[src/rtl/multicycle_control.sv]
// multicycle_control: sequencing FSM for a multicycle RV32I core that shares one memory port.
// Steps each instruction through FETCH/DECODE/EXECUTE/(MEMORY)/WRITEBACK. It drives a req/ready
// memory handshake with a wait-state timeout and counts retired instructions.
// Parameter: TIMEOUT_CYCLES (0 disables the memory wait timeout).
// Optional feature macro: MULTICYCLE_ILLEGAL_TRAP_EN. When it is defined, an unlisted opcode
// halts the core; otherwise the opcode retires as a NOP.
// Ports:
//   clock, reset (async, active-low)  inst_opcode[6:0]  mem_ready
//   mem_req/mem_write/mem_addr_select  ir/mdr/pc/regfile write enables
//   alu operand selects, jal/jalr/branch enables, alu_op_type[2:0], reg_writeback_select[2:0]
//   retired_count[31:0], bus_error (sticky timeout flag)

package multicycle_control_pkg;
  localparam logic [6:0] OPC_LUI    = 7'b0110111;
  localparam logic [6:0] OPC_AUIPC  = 7'b0010111;
  localparam logic [6:0] OPC_JAL    = 7'b1101111;
  localparam logic [6:0] OPC_JALR   = 7'b1100111;
  localparam logic [6:0] OPC_BRANCH = 7'b1100011;
  localparam logic [6:0] OPC_LOAD   = 7'b0000011;
  localparam logic [6:0] OPC_STORE  = 7'b0100011;
  localparam logic [6:0] OPC_OPIMM  = 7'b0010011;
  localparam logic [6:0] OPC_OP     = 7'b0110011;
  localparam logic [6:0] OPC_FENCE  = 7'b0001111;
  localparam logic [6:0] OPC_SYSTEM = 7'b1110011;

  localparam logic [2:0] ALU_OP_ADD    = 3'd0;
  localparam logic [2:0] ALU_OP_OP     = 3'd1;
  localparam logic [2:0] ALU_OP_OPIMM  = 3'd2;
  localparam logic [2:0] ALU_OP_BRANCH = 3'd3;

  localparam logic [2:0] WB_ALU = 3'd0;
  localparam logic [2:0] WB_MEM = 3'd1;
  localparam logic [2:0] WB_PC4 = 3'd2;
  localparam logic [2:0] WB_IMM = 3'd3;

  // Control word latched in DECODE and held through WRITEBACK.
  typedef struct packed {
    logic       a_sel;
    logic       b_sel;
    logic       jal;
    logic       jalr;
    logic       branch;
    logic       is_load;
    logic       is_store;
    logic       rf_we;
    logic [2:0] alu_op;
    logic [2:0] wb_sel;
  } ctrl_t;

  // Unlisted opcodes decode to all-zero, which is a NOP that writes no register.
  function automatic ctrl_t decode_opcode(input logic [6:0] opcode);
    ctrl_t c;
    c = '0;
    case (opcode)
      OPC_LUI:    begin c.alu_op = ALU_OP_ADD; c.wb_sel = WB_IMM; c.rf_we = 1'b1; end
      OPC_AUIPC:  begin c.a_sel = 1'b1; c.b_sel = 1'b1; c.alu_op = ALU_OP_ADD;
                        c.wb_sel = WB_ALU; c.rf_we = 1'b1; end
      OPC_JAL:    begin c.a_sel = 1'b1; c.b_sel = 1'b1; c.alu_op = ALU_OP_ADD;
                        c.wb_sel = WB_PC4; c.jal = 1'b1; c.rf_we = 1'b1; end
      OPC_JALR:   begin c.b_sel = 1'b1; c.alu_op = ALU_OP_ADD; c.wb_sel = WB_PC4;
                        c.jalr = 1'b1; c.rf_we = 1'b1; end
      OPC_BRANCH: begin c.alu_op = ALU_OP_BRANCH; c.branch = 1'b1; end
      OPC_LOAD:   begin c.b_sel = 1'b1; c.alu_op = ALU_OP_ADD; c.wb_sel = WB_MEM;
                        c.is_load = 1'b1; c.rf_we = 1'b1; end
      OPC_STORE:  begin c.b_sel = 1'b1; c.alu_op = ALU_OP_ADD; c.is_store = 1'b1; end
      OPC_OPIMM:  begin c.b_sel = 1'b1; c.alu_op = ALU_OP_OPIMM; c.wb_sel = WB_ALU;
                        c.rf_we = 1'b1; end
      OPC_OP:     begin c.alu_op = ALU_OP_OP; c.wb_sel = WB_ALU; c.rf_we = 1'b1; end
      default:    c = '0;
    endcase
    return c;
  endfunction

`ifdef MULTICYCLE_ILLEGAL_TRAP_EN
  function automatic logic is_legal(input logic [6:0] opcode);
    case (opcode)
      OPC_LUI, OPC_AUIPC, OPC_JAL, OPC_JALR, OPC_BRANCH, OPC_LOAD,
      OPC_STORE, OPC_OPIMM, OPC_OP, OPC_FENCE, OPC_SYSTEM: return 1'b1;
      default: return 1'b0;
    endcase
  endfunction
`endif
endpackage

module multicycle_control
  import multicycle_control_pkg::*;
#(
  parameter int unsigned TIMEOUT_CYCLES = 255
) (
  input  logic        clock,
  input  logic        reset,
  input  logic [6:0]  inst_opcode,
  input  logic        mem_ready,
  output logic        mem_req,
  output logic        mem_write,
  output logic        mem_addr_select,
  output logic        ir_write_enable,
  output logic        mdr_write_enable,
  output logic        pc_write_enable,
  output logic        regfile_write_enable,
  output logic        alu_operand_a_select,
  output logic        alu_operand_b_select,
  output logic        jal_enable,
  output logic        jalr_enable,
  output logic        branch_enable,
  output logic [2:0]  alu_op_type,
  output logic [2:0]  reg_writeback_select,
  output logic [31:0] retired_count,
  output logic        bus_error
);

  localparam int unsigned WAIT_W     = 8;
  localparam int unsigned CNT_W      = 32;
  localparam bit          TIMEOUT_EN = (TIMEOUT_CYCLES != 0);
  localparam logic [WAIT_W-1:0] WAIT_LIMIT = WAIT_W'(TIMEOUT_CYCLES - 1);

  typedef enum logic [2:0] {
    S_INIT, S_FETCH, S_DECODE, S_EXECUTE, S_MEMORY, S_WRITEBACK, S_ERROR, S_HALT
  } state_e;

  state_e              state_q, state_d;
  ctrl_t               ctrl_q, ctrl_d;
  logic [WAIT_W-1:0]   wait_q, wait_d;
  logic [CNT_W-1:0]    retired_q, retired_d;
  logic                bus_error_q, bus_error_d;
  logic                mem_req_q, mem_req_d;
  logic                addr_sel_q, addr_sel_d;
  logic                mem_write_q, mem_write_d;
  logic                pc_we_q, pc_we_d;
  logic                rf_we_q, rf_we_d;

  // State register and registered outputs.
  always_ff @(posedge clock or negedge reset) begin
    if (!reset) begin
      state_q     <= S_INIT;
      ctrl_q      <= '0;
      wait_q      <= '0;
      retired_q   <= '0;
      bus_error_q <= 1'b0;
      mem_req_q   <= 1'b0;
      addr_sel_q  <= 1'b0;
      mem_write_q <= 1'b0;
      pc_we_q     <= 1'b0;
      rf_we_q     <= 1'b0;
    end else begin
      state_q     <= state_d;
      ctrl_q      <= ctrl_d;
      wait_q      <= wait_d;
      retired_q   <= retired_d;
      bus_error_q <= bus_error_d;
      mem_req_q   <= mem_req_d;
      addr_sel_q  <= addr_sel_d;
      mem_write_q <= mem_write_d;
      pc_we_q     <= pc_we_d;
      rf_we_q     <= rf_we_d;
    end
  end

  // Next state, control word and next-cycle output values.
  always_comb begin
    state_d   = state_q;
    ctrl_d    = ctrl_q;
    wait_d    = wait_q;
    retired_d = retired_q;

    case (state_q)
      S_INIT: begin
        state_d = S_FETCH;
        wait_d  = '0;
      end
      S_FETCH, S_MEMORY: begin
        // A ready arriving on the limit cycle still completes the access.
        if (mem_ready) begin
          state_d = (state_q == S_FETCH) ? S_DECODE : S_WRITEBACK;
        end else if (TIMEOUT_EN && (wait_q == WAIT_LIMIT)) begin
          state_d = S_ERROR;
        end else begin
          wait_d = wait_q + WAIT_W'(1);
        end
      end
      S_DECODE: begin
        ctrl_d  = decode_opcode(inst_opcode);
        state_d = S_EXECUTE;
`ifdef MULTICYCLE_ILLEGAL_TRAP_EN
        if (!is_legal(inst_opcode)) state_d = S_HALT;
`endif
      end
      S_EXECUTE: begin
        if (ctrl_q.is_load || ctrl_q.is_store) begin
          state_d = S_MEMORY;
          wait_d  = '0;
        end else begin
          state_d = S_WRITEBACK;
        end
      end
      S_WRITEBACK: begin
        state_d   = S_FETCH;
        wait_d    = '0;
        retired_d = retired_q + CNT_W'(1);
      end
      S_ERROR, S_HALT: state_d = state_q;
      default: state_d = S_INIT;
    endcase

    if (state_d == S_ERROR) ctrl_d = '0;

    mem_req_d   = (state_d == S_FETCH) || (state_d == S_MEMORY);
    addr_sel_d  = (state_d == S_MEMORY);
    mem_write_d = (state_d == S_MEMORY) && ctrl_d.is_store;
    pc_we_d     = (state_d == S_WRITEBACK);
    rf_we_d     = (state_d == S_WRITEBACK) && ctrl_d.rf_we;
    bus_error_d = bus_error_q || (state_d == S_ERROR);
  end

  // Latch strobes must fire in the cycle the memory reports ready.
  assign ir_write_enable  = (state_q == S_FETCH) && mem_ready;
  assign mdr_write_enable = (state_q == S_MEMORY) && mem_ready && ctrl_q.is_load;

  assign mem_req              = mem_req_q;
  assign mem_addr_select      = addr_sel_q;
  assign mem_write            = mem_write_q;
  assign pc_write_enable      = pc_we_q;
  assign regfile_write_enable = rf_we_q;
  assign alu_operand_a_select = ctrl_q.a_sel;
  assign alu_operand_b_select = ctrl_q.b_sel;
  assign jal_enable           = ctrl_q.jal;
  assign jalr_enable          = ctrl_q.jalr;
  assign branch_enable        = ctrl_q.branch;
  assign alu_op_type          = ctrl_q.alu_op;
  assign reg_writeback_select = ctrl_q.wb_sel;
  assign retired_count        = retired_q;
  assign bus_error            = bus_error_q;

endmodule

[config.mk]
export PLATFORM = sky130hd
export DESIGN_NAME = multicycle_control
export DESIGN_NICKNAME = d
export VERILOG_FILES = /design/src/rtl/multicycle_control.sv
export SDC_FILE = /design/constraint.sdc
export NUM_CORES = 1
export LEC_CHECK = 0
export ABC_AREA = 1
export BUFFER_PORTS_ARGS = -buffer_cell sky130_fd_sc_hd__buf_2
export CAP_MARGIN = 25
export CORE_MARGIN = 1
export CORE_UTILIZATION = 30
export DETAILED_ROUTE_END_ITERATION = 8
export PLACE_DENSITY = 0.5
export SLEW_MARGIN = 20
export SYNTH_ARGS = -nofsm -noshare
export SYNTH_HDL_FRONTEND = slang
export SYNTH_SLANG_ARGS = --single-unit
export TNS_END_PERCENT = 5
[constraint.sdc]
create_clock -name clock -period 3.84 [get_ports clock]
set_input_delay 0.576 -clock clock [delete_from_list [all_inputs] [get_ports clock]]
set_output_delay 0.576 -clock clock [all_outputs]
set_load 0.05 [all_outputs]
==> results.json, run 1 <==
{
  "crit_fanout": 6,
  "skew_ns": 0.00622,
  "cts_resized": 0,
  "ant_nets": 0,
  "max-slew-margin-rel_pct": 44.9,
  "dr_total_vias": 3080,
  "routed_wl_um": 8350,
  "grt_pass1_wl_um": 14300,
  "worstSetupEndpointType": "output pin",
  "max-cap-violations": 0,
  "netlist_area_um2": 3520,
  "core.rowCount": 39,
  "grt_setup_unrepaired": "no",
  "fin_tns_setup_ns": 0,
  "crit_type": "reg2out",
  "startpoint": "state_q[0]",
  "fp.dieH_um": 110,
  "cts.path.max_buffers": 2,
  "placed_area_um2": 3940,
  "cts_setup_buffers": 0,
  "most-common-layout-cells": "nand2_1 (174), nor2_1 (66), dfrtp_1 (61)",
  "hold_violations": 0,
  "period_share_pct": 53.5,
  "cp.arrival_ns": 1.48,
  "synthCells": 485,
  "wl_per_cell_um": 12.0,
  "utilization_pct": 37.4,
  "dieArea_um2": 12200,
  "leakagePower_nw": 2.26,
  "required_ns": 3.26,
  "clk_pin_slew_ns": 0.05,
  "hold_class": "in2async",
  "numCtsBuffers": 9,
  "final.fill_count": 1248,
  "antennaDiodeCount": 0,
  "setup_viol": 0,
  "setup_slack_ns": 1.79,
  "drt_iter0_drc": 96,
  "root_buffer": "clkbuf_16",
  "p_per_area_nw_per_um2": 368,
  "grt_start_max_net_pins": 36,
  "drv_slew": 0,
  "r2r_start": "state_q[0]",
  "nets": 560,
  "area_growth_pct": 21.3,
  "fin_crit_ns": 2.05,
  "synth_warnings": 0,
  "floorplan.initialDensity_pct": 30.8,
  "place_congestion": 0.851,
  "drcViolationCount": 0,
  "antenna_found_initial": 0,
  "max_freq_mhz": 487,
  "fin_area_um2": 4270,
  "fin_total_pwr_w": 0.00157,
  "htreeDepth": 3,
  "grt_pass1_vias": 2987,
  "syn_area_per_cell_um2": 7.26,
  "firstDrtPassIters": 4,
  "clk_latency_ns": 0.34,
  "yosysSeqAreaShare_pct": 43.4,
  "cts.sinks": 61,
  "grt_usage_pct": 15.6,
  "vdd_drop_max_v": 0.000277,
  "layout_commonest_cell": "nand2_1",
  "chipWidth_um": 110,
  "portBuffers": 58,
  "coreArea_um2": 11400,
  "cts_tree": "done",
  "cp-start-kind": "flip-flop",
  "grt.overflow.total": 0,
  "viasPerCell": 4.43,
  "worst_pin_slew_ns": 0.827,
  "layout-drive-gt1-share_pct": 18.3,
  "synth-seq-cells": 61,
  "io_pins": 61,
  "outcome": "finished clean",
  "cts_hold_buf": 0,
  "dp_slack_ns": 2.03,
  "synth_cell_types": 34,
  "dp_hpwl_um": 6350
}
[layer usage]
layer	GRT usage (%)	wire length [µm]	vias to the layer above	part of all wire [%]
li1	-	-	1627	-
met1	19.6	4150	1387	50
met2	25.4	3710	59	44
met3	5.06	395	7	4.7
met4	4.79	97	0	1.2
met5	0	0	-	0
[cells by family (layout without fill, tap and decap cells)]
kind of cell | Yosys count | in the layout | share of synthesized area, %
compound gates | 15 | 15 | 2.20
xor+xnor | 22 | 22 | 5.47
fa+ha+maj | 3 | 3 | 1.07
buf+inv | 63 | 129 | 7.50
flops | 61 | 61 | 43.4
other cells | 1 | 2 | 0.107
simple gates | 320 | 320 | 40.3
[registers in the layout, indices dropped and copies added (netlist names), 2 cells and up]
| name | count |
|---|---|
| state_q | 3 |
| alu_op_type | 2 |
| retired_count | 32 |
| reg_writeback_select | 2 |
| wait_q | 8 |
| ctrl_q | 3 |
[final cells by class]
type	count	area, µm²	share of cell area, %
Sequential cell	61	1530	35.8
Tap cell	143	179	4.19
Clock buffer	12	256	6.01
Multi-Input combinational cell	362	1730	40.6
Clock inverter	4	70.1	1.64
Inverter	54	206	4.84
Timing Repair Buffer	59	298	6.98
[metrics by stage]
step	std cells	hold slack, ns
3_5_place_dp	679	0.456
2_1_floorplan	486	0.280
4_1_cts	695	0.372
6_report	695	0.344
5_1_grt	695	0.419
3_3_place_gp	679	0.445
[final timing paths]
path,endpoint,slack (ns),cells past startpoint
min in group clock,bus_error,0.46,2
setup / recovery,ir_write_enable,1.79,5
setup reg to reg,retired_count[24],2.00,8
hold reg to reg,bus_error,0.46,2
hold / removal,mem_req,0.34,1
max in group asynchronous,mem_addr_select,2.64,2
[synth_stat cells, drive strengths merged]
| cell type | number | share of area, % |
|---|---|---|
| a21oi | 9 | 1.3 |
| buf | 7 | 1.4 |
| clkbuf | 2 | 0.21 |
| clkinv | 1 | 0.14 |
| conb | 1 | 0.11 |
| dfrtp | 61 | 43 |
| ha | 3 | 1.1 |
| inv | 53 | 5.7 |
| nand2 | 179 | 20 |
| nand3 | 36 | 5.6 |
| nand3b | 6 | 1.3 |
| nand4 | 4 | 1.3 |
| nor2 | 75 | 9.5 |
| nor3 | 16 | 2.3 |
| nor3b | 1 | 0.21 |
| nor4 | 1 | 0.18 |
| o21a | 1 | 0.21 |
| o21ai | 5 | 0.71 |
| or2 | 2 | 0.36 |
| xnor2 | 1 | 0.25 |
| xor2 | 21 | 5.2 |
[worst max-delay path: stages, from the launching register on]
cell and delay, ns:
dfrtp_1 0.44, inv_2 0.08, nor2_4 0.13, nand2_1 0.10
nor2_2 0.11, buf_2 0.28
[power breakdown]
group | internal [W] | switching (W)
Combinational | 0.00000648 | 0.0000264
Clock | 0.000601 | 0.000291
Sequential | 0.000644 | 0.000000328
Total | 0.00125 | 0.000318
Power figures use the tool's default switching activity.
==> run 2, diff against run 1 <==
--- a/config.mk
+++ b/config.mk
@@ -11,7 +11,7 @@
 export CORE_MARGIN = 1
 export CORE_UTILIZATION = 30
 export DETAILED_ROUTE_END_ITERATION = 8
-export PLACE_DENSITY = 0.5
+export PLACE_DENSITY = 0.52
 export SLEW_MARGIN = 20
 export SYNTH_ARGS = -nofsm -noshare
 export SYNTH_HDL_FRONTEND = slang
==> constraint.sdc (replaced) <==
create_clock -name clock -period 1.84 [get_ports clock]
set_input_delay 0.276 -clock clock [delete_from_list [all_inputs] [get_ports clock]]
set_output_delay 0.276 -clock clock [all_outputs]
set_load 0.05 [all_outputs]
==> results.json, run 2 (same netlist as run 1, synthesis figures left out) <==
{
  "fin_tns_setup_ns": 0,
  "fp.dieH_um": 110,
  "antennaDiodeCount": 0,
  "fin_crit_ns": 1.72,
  "wl_per_cell_um": 11.9,
  "chipWidth_um": 110,
  "grt_usage_pct": 15.2,
  "nets": 565,
  "hold_slack_ns": 0.246,
  "largest_register_ffs": 32,
  "dieArea_um2": 12200,
  "crit_type": "reg2out",
  "cts.path.max_buffers": 2,
  "crit_fanout": 6,
  "dr_total_vias": 3131,
  "most-common-layout-cells": "nand2_1 (174), nor2_1 (66), dfrtp_1 (60)",
  "clk_latency_ns": 0.33,
  "rr_worst_depth": 7,
  "firstDrtPassIters": 4,
  "routed_wl_um": 8340,
  "clk_pin_slew_ns": 0.05,
  "dp_hpwl_um": 6350,
  "io_pins": 61,
  "cts_setup_buffers": 0,
  "r2r_start": "retired_count[0]",
  "dp_slack_ns": 0.188,
  "p_per_area_nw_per_um2": 722,
  "hold_class": "in2reg",
  "slowest_stage": "dfrtp_1",
  "grt_pass1_wl_um": 14300,
  "layout-drive-gt1-share_pct": 19.6,
  "final_cell_count_no_fill": 700,
  "place_congestion": 0.885,
  "root_buffer": "clkbuf_16",
  "whs_path_depth": 3,
  "numCtsBuffers": 9,
  "coreArea_um2": 11400,
  "worst_path_largest_cell_delay_ns": 0.45,
  "core.rowCount": 39,
  "hold_violations": 0,
  "area_growth_pct": 22.4,
  "drcViolationCount": 0,
  "worstSetupEndpointType": "output pin",
  "required_ns": 1.56,
  "setup_viol": 0,
  "outcome": "finished clean",
  "hp-start": "inst_opcode[3]",
  "r2r_slack_ns": 0.18,
  "ant_nets": 0,
  "hold_end": "jal_enable",
  "grt_pass1_vias": 3163,
  "period_share_pct": 93.4,
  "portBuffers": 58,
  "viasPerCell": 4.47,
  "cts.sinks": 61,
  "leakagePower_nw": 2.26,
  "utilization_pct": 37.7,
  "antenna_found_initial": 0,
  "drt_iter0_drc": 124,
  "grt_setup_unrepaired": "no",
  "vdd_drop_max_v": 0.000342,
  "grt.overflow.total": 0,
  "setup_slack_ns": 0.121,
  "skew_ns": 0.00639,
  "layout_commonest_cell": "nand2_1",
  "max-cap-violations": 0,
  "max_freq_mhz": 582,
  "cp-start-kind": "flip-flop",
  "drv_slew": 0,
  "cp_cell_sequence": "nor2_4 -> nand2_1 -> nor2_2 -> clkbuf_4",
  "cp.arrival_ns": 1.44,
  "grt_start_max_net_pins": 62,
  "cts_tree": "done",
  "floorplan.initialDensity_pct": 30.8,
  "htreeDepth": 3,
  "post-place-cells": 683,
  "r2r_end": "retired_count[24]"
}
[run 2: routing by layer]
layer  vias to the layer above  routed length [µm]  GRT usage (%)
li1                       1631                   -              -
met1                      1432                3950           18.5
met2                        59                3950           25.7
met3                         9                 322           4.00
met4                         0                 119           5.45
met5                         -                   0              0
[run 2: what timing repair did]
item,CTS,global route
endpoints found under the hold margin,61,0
endpoints found under the setup margin,0,2
resized for setup,0,5
hold buffers,1,0
[run 2: cell type report]
type / instances / area [µm²]
clock buffer: 10 / 239
multi-input combinational: 362 / 1740
fill: 1199 / 7110
inverter: 54 / 206
tap: 143 / 179
sequential: 61 / 1530
timing repair buffer: 64 / 355
clock inverter: 6 / 62.6
[run 2: worst max-delay path by stage]
stage | startpoint | to | slack (ns) | depth (start not counted)
after floorplan | retired_count[3] | retired_count[20] | 0.01 | 9
final | state_q[1] | ir_write_enable | 0.12 | 4
after global placement | retired_count[4] | retired_count[20] | 0.19 | 9
after detailed placement | state_q[0] | retired_count[20] | 0.19 | 9
after global routing | retired_count[15] | retired_count[24] | 0.009 | 6
after CTS | state_q[1] | mdr_write_enable | 0.03 | 4
[run 2: stage by stage]
stage	cell area, µm²	power [W]
detailed placement	3990	0.00144
global placement	3990	0.00144
finish	4310	0.00311
global route	4310	0.00322
CTS	4300	0.00316
floorplan	3530	0.00140
[run 2: worst max-delay path: cells and delay by family (launching register included)]
family,cells,cell delay (ns)
AND/OR/NAND/NOR,3,0.41
flip-flops,1,0.45
buffers and inverters,1,0.25
[run 2: power breakdown]
| part | internal, W | switching [W] | total [W] |
|---|---|---|---|
| logic | 0.0000180 | 0.0000560 | 0.0000740 |
| clock network | 0.00108 | 0.000615 | 0.00169 |
| registers | 0.00134 | 0.000000798 | 0.00134 |
